<file path="src/rtl/wb_write_queue.sv">
// Writeback queue between result producers and the regfile's single write port.
// Two-producer in-order enqueue, one retire per cycle, youngest-match forwarding.
module wb_write_queue #(
    parameter int DEPTH = 4,
    parameter int AW    = 5,
    parameter int DW    = 32
) (
    input  logic                       clk,
    input  logic                       reset,
    input  logic                       in_a_valid,
    output logic                       in_a_ready,
    input  logic [AW-1:0]              in_a_addr,
    input  logic [DW-1:0]              in_a_data,
    input  logic                       in_b_valid,
    output logic                       in_b_ready,
    input  logic [AW-1:0]              in_b_addr,
    input  logic [DW-1:0]              in_b_data,
    output logic                       rf_we,
    output logic [AW-1:0]              rf_waddr,
    output logic [DW-1:0]              rf_wdata,
    input  logic [AW-1:0]              raddr1,
    output logic                       fwd1_hit,
    output logic [DW-1:0]              fwd1_data,
    input  logic [AW-1:0]              raddr2,
    output logic                       fwd2_hit,
    output logic [DW-1:0]              fwd2_data,
    output logic [$clog2(DEPTH):0]     count,
    output logic                       busy
);

    localparam int PW = $clog2(DEPTH);
    localparam int CW = PW + 1;

    logic [AW-1:0] mem_addr [DEPTH];
    logic [DW-1:0] mem_data [DEPTH];
    logic [PW-1:0] wr_ptr;
    logic [PW-1:0] rd_ptr;
    logic          push_a;
    logic          push_b;
    logic          pop;
    logic [PW-1:0] slot_b;

    // Ready is a function of registered occupancy only; same-cycle pops are not credited.
    assign in_a_ready = (count <= CW'(DEPTH - 1));
    assign in_b_ready = (count <= CW'(DEPTH - 2));

    // Writes to r0 complete the handshake but never occupy a slot.
    assign push_a = in_a_valid && in_a_ready && (in_a_addr != '0) && !reset;
    assign push_b = in_b_valid && in_b_ready && (in_b_addr != '0) && !reset;
    assign pop    = (count != '0);
    assign slot_b = wr_ptr + PW'(push_a);

    always_ff @(posedge clk) begin
        if (reset) begin
            wr_ptr <= '0;
            rd_ptr <= '0;
            count  <= '0;
        end else begin
            wr_ptr <= wr_ptr + PW'(push_a) + PW'(push_b);
            rd_ptr <= rd_ptr + PW'(pop);
            count  <= count + CW'(push_a) + CW'(push_b) - CW'(pop);
        end
    end

    always_ff @(posedge clk) begin
        if (push_a) begin
            mem_addr[wr_ptr] <= in_a_addr;
            mem_data[wr_ptr] <= in_a_data;
        end
        if (push_b) begin
            mem_addr[slot_b] <= in_b_addr;
            mem_data[slot_b] <= in_b_data;
        end
    end

    assign rf_we    = pop;
    assign rf_waddr = pop ? mem_addr[rd_ptr] : '0;
    assign rf_wdata = pop ? mem_data[rd_ptr] : '0;
    assign busy     = pop;

    // Walk oldest to youngest so the last match wins.
    always_comb begin
        fwd1_hit  = 1'b0;
        fwd1_data = '0;
        fwd2_hit  = 1'b0;
        fwd2_data = '0;
        for (int i = 0; i < DEPTH; i++) begin
            if (CW'(i) < count) begin
                if (raddr1 != '0 && mem_addr[rd_ptr + PW'(i)] == raddr1) begin
                    fwd1_hit  = 1'b1;
                    fwd1_data = mem_data[rd_ptr + PW'(i)];
                end
                if (raddr2 != '0 && mem_addr[rd_ptr + PW'(i)] == raddr2) begin
                    fwd2_hit  = 1'b1;
                    fwd2_data = mem_data[rd_ptr + PW'(i)];
                end
            end
        end
    end

endmodule

</file>
<file path="config.mk">
export PLATFORM = sky130hd
export DESIGN_NAME = wb_write_queue
export DESIGN_NICKNAME = d
export VERILOG_FILES = /design/src/rtl/wb_write_queue.sv
export SDC_FILE = /design/constraint.sdc
export NUM_CORES = 1
export LEC_CHECK = 0
export BUFFER_PORTS_ARGS = -buffer_cell sky130_fd_sc_hd__buf_2
export CORE_UTILIZATION = 30
export DETAILED_ROUTE_END_ITERATION = 8
export SETUP_SLACK_MARGIN = 0.05
export SYNTH_ARGS = -nofsm -noshare
export SYNTH_HDL_FRONTEND = slang
export SYNTH_SLANG_ARGS = --single-unit
</file>
<file path="constraint.sdc">
create_clock -name clk -period 6.4 [get_ports clk]
set_input_delay 1.6 -clock clk [delete_from_list [all_inputs] [get_ports clk]]
set_output_delay 1.6 -clock clk [all_outputs]
set_load 0.02 [all_outputs]
</file>
Word-level counts from Yosys, hierarchy flattened
Memory sizes are Yosys's and may differ from the RTL's. A register that Yosys moved wholly into a read port is not among the register bits.
Index checks and enable logic that the tools add are counted.
{"block": "totals", "output_inout_bits": 110, "word_cells": 88, "mem_bits_rw": 148, "n_memories": 2, "in_bits": 88, "regBits": 7}
{"block": "op_classes", "addsub": 9, "muxes": 40, "reduce_logical": 20, "n_eq_ne": 8, "order_cmp": 6}
{"memory": "mem_data", "words": 4, "word_bits": 32, "rd": 4, "rd_ports_with_merged_regs": 1, "wr": 2, "line": "35", "rtl": "logic [DW-1:0] mem_data [DEPTH];"}
{"memory": "mem_addr", "words": 4, "word_bits": 5, "rd": 4, "rd_ports_with_merged_regs": 1, "wr": 2, "line": "34", "rtl": "logic [AW-1:0] mem_addr [DEPTH];"}
{"cell": "$mux 32", "count": 17}
{"cell": "$eq 5x5->1", "count": 8}
{"cell": "$mux 1", "count": 20}
{"cell": "$reduce_bool 5->1", "count": 4}
{"cell": "$logic_and 1x1->1", "count": 14}
{"cell": "$add 2x1->2", "count": 3}
{"cell": "$add 3x1->3", "count": 2}
{"cell": "$le 3x2->1 const B", "count": 2}
{"cell": "$lt 1x3->1 const A", "count": 2}
{"cell": "$lt 2x3->1 const A", "count": 2}
{"cell": "$mux 5", "count": 1}
{"cell": "$add 2x2->2 const B", "count": 2}
{"cell": "$mux 2", "count": 2}
{"cell": "$reduce_bool 3->1", "count": 1}
{"cell": "$sub 3x1->3", "count": 1}
{"cell": "$add 2x1->2 const B", "count": 1}
{"cell": "$logic_not 1->1", "count": 1}

Logic depth before layout (Yosys ltp)
Gate-level depths: netlist of run 1.
{"block": "depth", "word_depth": 10, "ltp_mapped": 11}

Least setup slack after synthesis of run 1
Ideal clock, no wire load.
{"block": "synth_timing", "kind": "input to output", "startpoint": "input raddr1[3]", "endpoint": "output fwd1_data[21]", "path_buffers": 2, "t_arrival_ns": 3.905, "cell_stages": 8, "slack_ns": 0.895, "required_ns": 4.800, "path_cell_list": "clkbuf_1 > nor4_1 > and2_1 > or4_1 > a211oi_4 > buf_4 > mux2i_1 > a211oi_1"}
{"block": "synth_via", "elab_chain_len": 10, "word_cells_on_any_way": 17}
{"element": "start, declared", "line": "21", "rtl": "input logic [AW-1:0] raddr1,"}
{"element": "$eq 5x5->1 or $reduce_bool 5->1 (tied branches)", "line": "89", "rtl": "if (raddr1 != '0 && mem_addr[rd_ptr + PW'(i)] == raddr1) begin"}
{"element": "$logic_and 1x1->1", "line": "89"}
{"element": "$mux 32", "line": "89"}
{"element": "$mux 32", "line": "88", "rtl": "if (CW'(i) < count) begin"}
{"element": "$mux 32", "line": "89"}
{"element": "$mux 32", "line": "88"}
{"element": "$mux 32", "line": "89"}
{"element": "$mux 32", "line": "88"}
{"element": "$mux 32", "line": "89"}
{"element": "$mux 32 (*)", "line": "88"}
{"element": "end, declared", "line": "23", "rtl": "output logic [DW-1:0] fwd1_data,"}
Every way passes the cells marked *; elsewhere a longest branch is shown, timed or not.

Worst setup path after layout of run 1
{"block": "layout_timing", "startpoint": "register rd_ptr[1]", "endpoint": "output fwd1_data[30]"}
{"block": "layout_via", "elab_chain_len": 10, "word_cells_on_any_way": 17}
{"element": "start, declared", "line": "37", "rtl": "logic [PW-1:0] rd_ptr;"}
{"element": "start signal, assigned", "line": "60", "rtl": "rd_ptr <= rd_ptr + PW'(pop);"}
{"element": "$add 2x1->2", "line": "89, 91"}
{"element": "$mem_v2 4x5"}
{"element": "$eq 5x5->1", "line": "89"}
{"element": "$logic_and 1x1->1", "line": "89"}
{"element": "$mux 32", "line": "89"}
{"element": "$mux 32", "line": "88"}
{"element": "$mux 32", "line": "89"}
{"element": "$mux 32", "line": "88"}
{"element": "$mux 32", "line": "89"}
{"element": "$mux 32 (*)", "line": "88"}
Marked as above.

==> flow_metrics.env, run 1 <==
export IMPL_power_switching_mw=2.552
export IMPL_drt_total_wl_um=43350
export IMPL_async_flop_share=0
export IMPL_row_count=76
export IMPL_setup_viol=0
export IMPL_grt_pass1_vias=10247
export IMPL_synth_compound_area_frac=0.07394
export IMPL_dp_hpwl_um=29200
export IMPL_syn_inst=1028
export IMPL_syn_to_final_growth_pct=16.70
export IMPL_rr_worst_depth=9
export IMPL_hold_end="wr_ptr[1]$_SDFF_PP0_"
export IMPL_worstPathCellList="mux4_2 > xor2_1 > nor4_1 > and2_2 > buf_12 > nor3_1 > a211oi_1 > buf_2"
export IMPL_cts_htree_levels=4
export IMPL_critPathMaxStageDelay_ns=0.88
export IMPL_clkTransAtPathRegs_ns=0.06
export IMPL_synth_xor_area_frac=0.02828
export IMPL_drcViolationCount=0
export IMPL_holdPathStages=3
export IMPL_ys_seq_area_frac=0.3442
export IMPL_p_int_mw=3.533
export IMPL_ys_types=45
export IMPL_synth_seq_cells=155
export IMPL_most_common_layout_cells="197 x buf_2, 148 x mux2_2, 148 x mux4_2, 148 x edfxtp_1, 75 x nor2_1"
export IMPL_combPwrFrac=0.566
export IMPL_synthMuxAreaShare=0.4025
export IMPL_wl_per_cell_um=24.54
export IMPL_gp_congestion=0.9017
export IMPL_synth_top_area_share=0.3337
export IMPL_max_cap_violations=0
export IMPL_cts_root_buffer="clkbuf_16"
export IMPL_core_area_um2=43460
export IMPL_r2r_slack_ns=2.99
export IMPL_finalHoldViolCount=0
export IMPL_cts_tree="built"
export IMPL_ys_top_cells_by_area="edfxtp_1 33%, mux4_2 25%, mux2_2 13%"
export IMPL_max_freq_ghz=0.1718
export IMPL_cts_sinks=155
export IMPL_hold_buffers=0
export IMPL_vdd_drop_max_v=0.0001924
export IMPL_synthesis_area_um2=13320
export IMPL_final_area_um2=15540
export IMPL_insertion_delay_ns=0.45
export IMPL_swShare=0.4194
export IMPL_cts_buffers=17
export IMPL_dieWidth_um=212.7
export IMPL_p_clk_frac=0.185
export IMPL_antenna_found_initial=3
export IMPL_path_buf_inv=2
export IMPL_clockBufferDepth=2
export IMPL_cts_resized=0
export IMPL_period_share=0.9096
export IMPL_layout_drive_gt1_share=0.5051
export IMPL_status="finished clean"
export IMPL_postCtsSetupRepairBufs=0
export IMPL_tns_ns=0
export IMPL_synth_edf_count=148
export IMPL_drtIter0Drc=886
export IMPL_holdCritPathClass="flip-flop to flip-flop"
export IMPL_period_minus_slack_ns=5.821
export IMPL_endpoint_kind="output port"
export IMPL_cp_required_ns=4.80
export IMPL_fin_nets=1263
export IMPL_portBuffers=197
export IMPL_cp_top_family="simple AND/OR/NAND/NOR gates"
export IMPL_path_max_fanout=54
export IMPL_r2r_start="count[2]$_SDFF_PP0_"
export IMPL_worstSetupStartpointType="flip-flop"
export IMPL_grt_max_degree=65
export IMPL_critPathSlowestCell="dfxtp_4"
export IMPL_final_max_slew_viol_count=0
export IMPL_rsz0062_at_grt="false"
export IMPL_power_density_nw_per_um2=391.5
export IMPL_via_count=10158
export IMPL_via_per_inst=5.752
export IMPL_dieArea_um2=45240
export IMPL_skew_ns=0.007861
export IMPL_crit_type="flip-flop to output port"
export IMPL_syn_avg_cell_area_um2=12.96
export IMPL_ant_nets=0
export IMPL_yosysWarnings=0
export IMPL_dpl_cell_area_um2=14910
export IMPL_yosys_area_share_simple=0.1005
export IMPL_hold_ws_ns=0.7695
export IMPL_cp_data_arrival_time_ns=4.22
export IMPL_relSlewSlack=0.2090
export IMPL_cellLeakagePower_nw=5.041
export IMPL_die_height_um=212.7
export IMPL_grt_usage=0.1936
export IMPL_grt_pass1_wl_um=64350
export IMPL_gr_total_overflow=0
export IMPL_hp_start="wr_ptr[1]$_SDFF_PP0_"
export IMPL_top_level_ports=198
export IMPL_post_route_util=0.3576
export IMPL_reg2reg_to="mem_data[0][4]$_DFFE_PP_"
export IMPL_tightest_slew_ns=1.183
export IMPL_power_frac_seq=0.249
export IMPL_synthAdderAreaFrac=0.008643
export IMPL_drt_pass1_iter_count=6
export IMPL_synth_top_area_cell="edfxtp_1"
export IMPL_yosys_most_used_dff="edfxtp_1"
export IMPL_syn_nets=1124
export IMPL_start_util=0.3065
export IMPL_synth_top_family_by_area="multiplexers"
export IMPL_layout_commonest_cell="buf_2"
## cell families (layout without fill, tap and decap cells)
group | after synthesis | count (layout)
AO/OA/AOI/OAI | 111 | 111
XOR/XNOR | 43 | 43
adder cells (fa/ha/maj) | 8 | 8
buffers and inverters | 121 | 273
flip-flops | 155 | 155
multiplexers | 332 | 332
other | 0 | 1
AND/OR/NAND/NOR | 258 | 258
## power by group through the flow
stage	combinational (mW)	sequential [mW]	clock [mW]
2_1_floorplan	2.64	1.41	0
3_3_place_gp	3.44	1.52	0
3_5_place_dp	3.45	1.54	0
4_1_cts	3.47	1.51	1.15
5_1_grt	3.68	1.55	1.18
6_report	3.45	1.51	1.13
## state kept, by name, summed over array words and instances (netlist names)
signal    count
mem_data    128
mem_addr     20
rd_ptr        2
count         3
wr_ptr        2
## worst max path at each step
stage | from | end | slack, ns | cells past startpoint
floorplan | raddr1[3] | fwd1_data[21] | 0.89 | 8
global placement | raddr1[3] | fwd1_data[21] | 0.84 | 9
detailed placement | raddr1[0] | fwd1_data[30] | 0.82 | 9
CTS | rd_ptr[1]$_SDFF_PP0_ | fwd1_data[30] | 0.53 | 8
global route | rd_ptr[1]$_SDFF_PP0_ | fwd1_data[21] | 0.36 | 8
finish | rd_ptr[1]$_SDFF_PP0_ | fwd1_data[30] | 0.58 | 8
## area by class of cell
| type | instances | area [um^2] |
|---|---|---|
| Inverter | 12 | 45.04 |
| Tap cell | 585 | 732.0 |
| Sequential cell | 155 | 4592 |
| Antenna cell | 1 | 2.502 |
| Clock buffer | 20 | 436.7 |
| Timing Repair Buffer | 229 | 1264 |
| Fill cell | 4260 | 27920 |
| Clock inverter | 12 | 196.4 |
| Multi-Input combinational cell | 752 | 8273 |
## Yosys cell counts, types with 29 or more instances
cell type and instances:
xnor2_1 29, nor3_1 40, nor3b_1 31, edfxtp_1 148
mux2i_1 36, nor2b_1 41, nor2_1 75, a221oi_1 31
mux2_2 148, clkbuf_1 62, o31ai_1 31, nand2_1 40
mux4_2 148
## stage by stage
step	worst slack [ns]	power [mW]	std cells
2_1_floorplan	0.8948	4.049	1028
3_3_place_gp	0.8393	4.958	1733
3_5_place_dp	0.8153	4.991	1733
4_1_cts	0.5335	6.130	1765
5_1_grt	0.3577	6.402	1766
6_report	0.5788	6.084	1766
## tightest hold or removal path, delay by kind of cell, from the launching register on
kind / cells / cell delay [ns]
XOR/XNOR: 2 / 0.29
flip-flops: 1 / 0.39
AND/OR/NAND/NOR: 1 / 0.04
## layer usage
layer  track usage  wire, um
met1        0.2614     19030
met2        0.3099     20810
met3       0.02839      2378
met4       0.08187      1133
met5             0         0
No activity file was read; power rests on OpenSTA's default activity.
==> inputs of run 2 (changes only) <==
Settings changed: PLACE_DENSITY set to 0.49.
==> run 2 against run 1 <==
Worst hold slack got worse by 0.0051 ns. Clock power increased by 12%. Cell count increased by 0.17%. Core utilization increased by 0.26 points. Setup slack improved by 0.077 ns. Fmax increased by 1.3%. Cell area increased by 0.72%. Sequential share of layout area decreased by 0.21 points. Non-clock buffer count decreased by 1. Die area unchanged. Sequential cell count unchanged. Wire length increased by 0.62%. Highest routed layer is now met5.
==> flow_metrics.env, run 2 (synthesized netlist as in run 1, its figures left out) <==
export IMPL_cellLeakagePower_nw=5.084
export IMPL_status="finished clean"
export IMPL_drt_total_wl_um=43620
export IMPL_power_density_nw_per_um2=399.9
export IMPL_finalHoldViolCount=0
export IMPL_via_count=9981
export IMPL_cts_root_buffer="clkbuf_16"
export IMPL_ant_nets=0
export IMPL_grt_max_degree=130
export IMPL_max_cap_violations=0
export IMPL_drt_pass1_iter_count=5
export IMPL_place_ws_ns=0.6582
export IMPL_postCtsSetupRepairBufs=0
export IMPL_cts_resized=0
export IMPL_power_frac_seq=0.236
export IMPL_via_per_inst=5.642
export IMPL_layout_drive_gt1_share=0.5072
export IMPL_fin_nets=1262
export IMPL_p_int_mw=3.658
export IMPL_portBuffers=197
export IMPL_core_area_um2=43460
export IMPL_clockBufferDepth=2
export IMPL_cts_tree="built"
export IMPL_rsz0062_at_grt="false"
export IMPL_grt_pass1_vias=10050
export IMPL_max_freq_ghz=0.1741
export IMPL_dieArea_um2=45240
export IMPL_antenna_found_initial=5
export IMPL_period_minus_slack_ns=5.744
export IMPL_wl_per_cell_um=24.66
export IMPL_top_level_ports=198
export IMPL_dp_cells=1732
export IMPL_setup_viol=0
export IMPL_cp_required_ns=4.80
export IMPL_cts_htree_levels=4
export IMPL_clkTransAtPathRegs_ns=0.06
export IMPL_gr_total_overflow=0
export IMPL_relSlewSlack=0.2178
export IMPL_layout_commonest_cell="buf_2"
export IMPL_timing_final_ws_setup_ns=0.6560
export IMPL_cts_sinks=155
export IMPL_syn_to_final_growth_pct=17.54
export IMPL_gp_congestion=0.7960
export IMPL_combPwrFrac=0.562
export IMPL_skew_ns=0.007307
export IMPL_holdCritPathClass="flip-flop to flip-flop"
export IMPL_vdd_drop_max_v=0.0003371
export IMPL_cp_data_arrival_time_ns=4.14
export IMPL_largest_reg_flops=128
export IMPL_fill_cells=4238
export IMPL_swShare=0.4156
export IMPL_final_cell_count_no_fill=1769
export IMPL_power_switching_mw=2.602
export IMPL_final_max_slew_viol_count=0
export IMPL_tightest_slew_ns=1.173
export IMPL_dp_hpwl_um=29060
export IMPL_endpoint_kind="output port"
export IMPL_path_max_fanout=13
export IMPL_cts_buffers=17
export IMPL_start_util=0.3065
export IMPL_p_clk_frac=0.201
export IMPL_row_count=76
export IMPL_crit_type="input pin to output port"
export IMPL_drcViolationCount=0
export IMPL_most_common_layout_cells="197 x buf_2, 148 x mux2_2, 148 x mux4_2, 148 x edfxtp_1, 75 x nor2_1"
export IMPL_reg_top3="mem_data x128, mem_addr x20, count x3"
export IMPL_tns_ns=0
export IMPL_grt_usage=0.1950
export IMPL_dieWidth_um=212.7
export IMPL_regMostFlops="mem_data"
export IMPL_insertion_delay_ns=0.45
export IMPL_drtIter0Drc=606
export IMPL_hold_buffers=0
export IMPL_worstSetupStartpointType="input pin"
export IMPL_period_share=0.8975
export IMPL_grt_pass1_wl_um=64470
export IMPL_die_height_um=212.7
run 2: cell count changes in the layout (fill, tap and decap cells not counted), moves of 2 or more:
cell       delta
clkbuf_1      -3
buf_12        +2
bufinv_16     +3
buf_4         -3
diode_2       +4
run 2: worst paths after layout:
kind | cells after the start | from | end | slack [ns]
worst max register to register | 9 | count[2]$_SDFF_PP0_ | mem_data[0][23]$_DFFE_PP_ | 2.66
worst min-delay path | 3 | wr_ptr[1]$_SDFF_PP0_ | wr_ptr[1]$_SDFF_PP0_ | 0.76
worst max-delay path | 10 | raddr2[2] | fwd2_data[24] | 0.66
worst min register to register | 3 | wr_ptr[1]$_SDFF_PP0_ | wr_ptr[1]$_SDFF_PP0_ | 0.76
run 2: area by class of cell:
| class | count | area [um^2] | area share |
|---|---|---|---|
| multi-input cells | 752 | 8273 | 0.5285 |
| flip-flops and latches | 155 | 4592 | 0.2933 |
| repair buffers | 228 | 1281 | 0.08185 |
| well taps | 585 | 732.0 | 0.04676 |
| clock buffers | 17 | 425.4 | 0.02718 |
| clock inverters | 15 | 292.8 | 0.01870 |
| inverters | 12 | 45.04 | 0.002877 |
| diodes | 5 | 12.51 | 0.0007993 |
run 2: critical path, stage by stage:
cell and delay (ns):
buf_2 0.16, nor4_1 0.10, or3_1 0.30, a21oi_1 0.32
and2_2 0.47, buf_4 0.28, buf_4 0.21, a221oi_1 0.10
o31ai_1 0.36, buf_2 0.23
run 2: power by group through the flow:
stage | registers [mW] | logic, mW | clock network [mW]
finish | 1.48 | 3.52 | 1.26
global route | 1.51 | 3.77 | 1.32
CTS | 1.48 | 3.56 | 1.28
detailed placement | 1.50 | 3.54 | 0
global placement | 1.49 | 3.53 | 0
floorplan | 1.41 | 2.64 | 0
run 2: metrics by stage:
stage | instance area, um^2 | total power, mW | utilization | hold WS, ns
after floorplan | 13320 | 4.049 | - | 0.5826
after global placement | 14920 | 5.021 | 0.3434 | 0.7371
after detailed placement | 14920 | 5.040 | 0.3434 | 0.7450
after CTS | 15640 | 6.320 | 0.3599 | 0.7606
after global routing | 15640 | 6.591 | 0.3600 | 0.8215
final | 15650 | 6.260 | 0.3602 | 0.7644
run 2: metal layers:
| metal | up-vias | global-route usage | share of wire |
|---|---|---|---|
| met3 | 71 | 0.03089 | 0.050 |
| met4 | 6 | 0.06946 | 0.023 |
| met1 | 5134 | 0.2657 | 0.45 |
| li1 | 4420 | - | - |
| met5 | - | 0 | 0.00092 |
| met2 | 350 | 0.3134 | 0.47 |
==> inputs of run 3 (changes only) <==
Settings changed: CELL_PAD_IN_SITES_DETAIL_PLACEMENT set to 0, CELL_PAD_IN_SITES_GLOBAL_PLACEMENT set to 2, PLACE_DENSITY 0.49 to 0.66.
==> run 3 against run 2 <==
Largest power group unchanged. Cell count fell by 0.23%. Clock power fell by 24%. Clock skew rose by 0.0014 ns. Cell area fell by 1.1%. Fmax fell by 0.98%. Sequential power rose by 3%. Largest cell class unchanged. Power fell by 5.0%. Critical endpoint is now fwd1_data[21]. First-iteration DRC count rose by 44%. Register-to-register slack improved by 0.12 ns. Worst hold slack got worse by 0.0066 ns.
==> flow_metrics.env, run 3 (synthesized netlist as in run 1, its figures left out) <==
export IMPL_status="finished clean"
export IMPL_clockBufferDepth=2
export IMPL_tightest_slew_ns=1.128
export IMPL_cts_tree="built"
export IMPL_most_common_layout_cells="197 x buf_2, 148 x mux2_2, 148 x mux4_2, 148 x edfxtp_1, 75 x nor2_1"
export IMPL_power_density_nw_per_um2=384.0
export IMPL_top_level_ports=198
export IMPL_fin_nets=1263
export IMPL_final_max_slew_viol_count=0
export IMPL_cp_data_arrival_time_ns=4.20
export IMPL_grt_usage=0.1962
export IMPL_startpoint="raddr1[4]"
export IMPL_skew_ns=0.008685
export IMPL_combPwrFrac=0.585
export IMPL_rr_worst_depth=9
export IMPL_grt_pass1_wl_um=64890
export IMPL_cpMostUsedCell="buf_2"
export IMPL_layout_commonest_cell="buf_2"
export IMPL_crit_type="input pin to output port"
export IMPL_rsz0062_at_grt="false"
export IMPL_relSlewSlack=0.2478
export IMPL_dieArea_um2=45240
export IMPL_swShare=0.4312
export IMPL_postCtsSetupRepairBufs=0
export IMPL_clkTransAtPathRegs_ns=0.06
export IMPL_drt_total_wl_um=43690
export IMPL_path_max_fanout=11
export IMPL_drt_pass1_iter_count=5
export IMPL_p_int_mw=3.382
export IMPL_dp_hpwl_um=29260
export IMPL_gp_congestion=0.8228
export IMPL_r2r_slack_ns=2.78
export IMPL_hp_start="wr_ptr[1]$_SDFF_PP0_"
export IMPL_period_share=0.9064
export IMPL_dieWidth_um=212.7
export IMPL_cp_required_ns=4.80
export IMPL_cts_sinks=155
export IMPL_largest_reg_flops=128
export IMPL_diodes=0
export IMPL_core_area_um2=43460
export IMPL_portBuffers=197
export IMPL_cts_root_buffer="clkbuf_16"
export IMPL_final_cell_count_no_fill=1765
export IMPL_worstSetupStartpointType="input pin"
export IMPL_grt_max_degree=118
export IMPL_place_ws_ns=0.6301
export IMPL_critPathSlowestCell="a211oi_4"
export IMPL_endpoint_kind="output port"
export IMPL_max_freq_ghz=0.1724
export IMPL_via_per_inst=5.601
export IMPL_antenna_found_initial=2
export IMPL_cellLeakagePower_nw=4.995
export IMPL_ant_nets=0
export IMPL_cts_resized=0
export IMPL_hold_end="wr_ptr[1]$_SDFF_PP0_"
export IMPL_power_switching_mw=2.564
export IMPL_syn_to_final_growth_pct=16.25
export IMPL_fill_cells=4298
export IMPL_row_count=76
export IMPL_period_minus_slack_ns=5.801
export IMPL_regMostFlops="mem_data"
export IMPL_critPathMaxStageDelay_ns=0.61
export IMPL_holdCritPathClass="flip-flop to flip-flop"
export IMPL_die_height_um=212.7
export IMPL_wl_per_cell_um=24.75
export IMPL_insertion_delay_ns=0.43
export IMPL_setup_viol=0
export IMPL_layout_drive_gt1_share=0.5042
export IMPL_start_util=0.3065
export IMPL_via_count=9886
export IMPL_cts_buffers=17
export IMPL_drtIter0Drc=874
export IMPL_gr_total_overflow=0
export IMPL_tns_ns=0
export IMPL_max_cap_violations=0
export IMPL_power_frac_seq=0.255
export IMPL_hold_buffers=0
export IMPL_worstPathCellList="buf_2 > nor4_1 > and2_1 > or4_1 > a211oi_4 > buf_12 > mux2i_1 > a211oi_1 > buf_2"
export IMPL_reg_top3="mem_data x128, mem_addr x20, count x3"
export IMPL_grt_pass1_vias=9952
export IMPL_dp_cells=1733
export IMPL_vdd_drop_max_v=0.0001891
export IMPL_r2r_start="count[2]$_SDFF_PP0_"
export IMPL_finalHoldViolCount=0
export IMPL_holdPathStages=3
export IMPL_drcViolationCount=0
export IMPL_reg2reg_to="mem_data[2][12]$_DFFE_PP_"
export IMPL_timing_final_ws_setup_ns=0.5992
export IMPL_p_clk_frac=0.160
export IMPL_cts_htree_levels=4
-- run 3: power groups by stage --
stage	clock network (mW)	logic (mW)	registers (mW)
final	0.952	3.48	1.52
after global routing	1.01	3.73	1.55
after CTS	0.973	3.52	1.52
after detailed placement	0	3.51	1.54
after global placement	0	3.52	1.53
after floorplan	0	2.64	1.41
-- run 3: worst max-delay path by stage --
stage                          endpoint  slack, ns
after global placement    fwd1_data[22]       0.57
after global routing       fwd1_data[5]       0.36
final                     fwd1_data[21]       0.60
after floorplan           fwd1_data[21]       0.89
after CTS                  fwd1_data[5]       0.56
after detailed placement  fwd1_data[24]       0.63
-- run 3: area by class of cell --
cell class	instances	area (um^2)	share of cell area
Clock buffer	21	440.4	0.02845
Clock inverter	11	98.84	0.006384
Inverter	12	45.04	0.002909
Multi-Input combinational cell	752	8273	0.5343
Sequential cell	155	4592	0.2966
Tap cell	585	732.0	0.04728
Timing Repair Buffer	229	1301	0.08405
-- run 3: through the flow --
step           total power [mW]  utilization  area (um^2)  hold slack (ns)
6_report                  5.945       0.3563        15480           0.7578
5_1_grt                   6.300       0.3563        15480           0.7771
4_1_cts                   6.015       0.3563        15480           0.7621
3_5_place_dp              5.052       0.3439        14940           0.7536
3_3_place_gp              5.046       0.3439        14940           0.7434
2_1_floorplan             4.049            -        13320           0.5826
-- run 3: critical path: cells and delay by family --
kind | cells | cell delay [ns]
simple gates | 3 | 0.83
compound gates | 2 | 1.00
buf+inv | 3 | 0.68
mux | 1 | 0.08
-- run 3: metal layers --
metal  vias up  GRT usage  wire (um)
met5         -          0         31
met4         4    0.05334        776
met3        50    0.03059       2375
met2       326     0.3223      21250
met1      5088     0.2683      19260
li1       4418          -          -
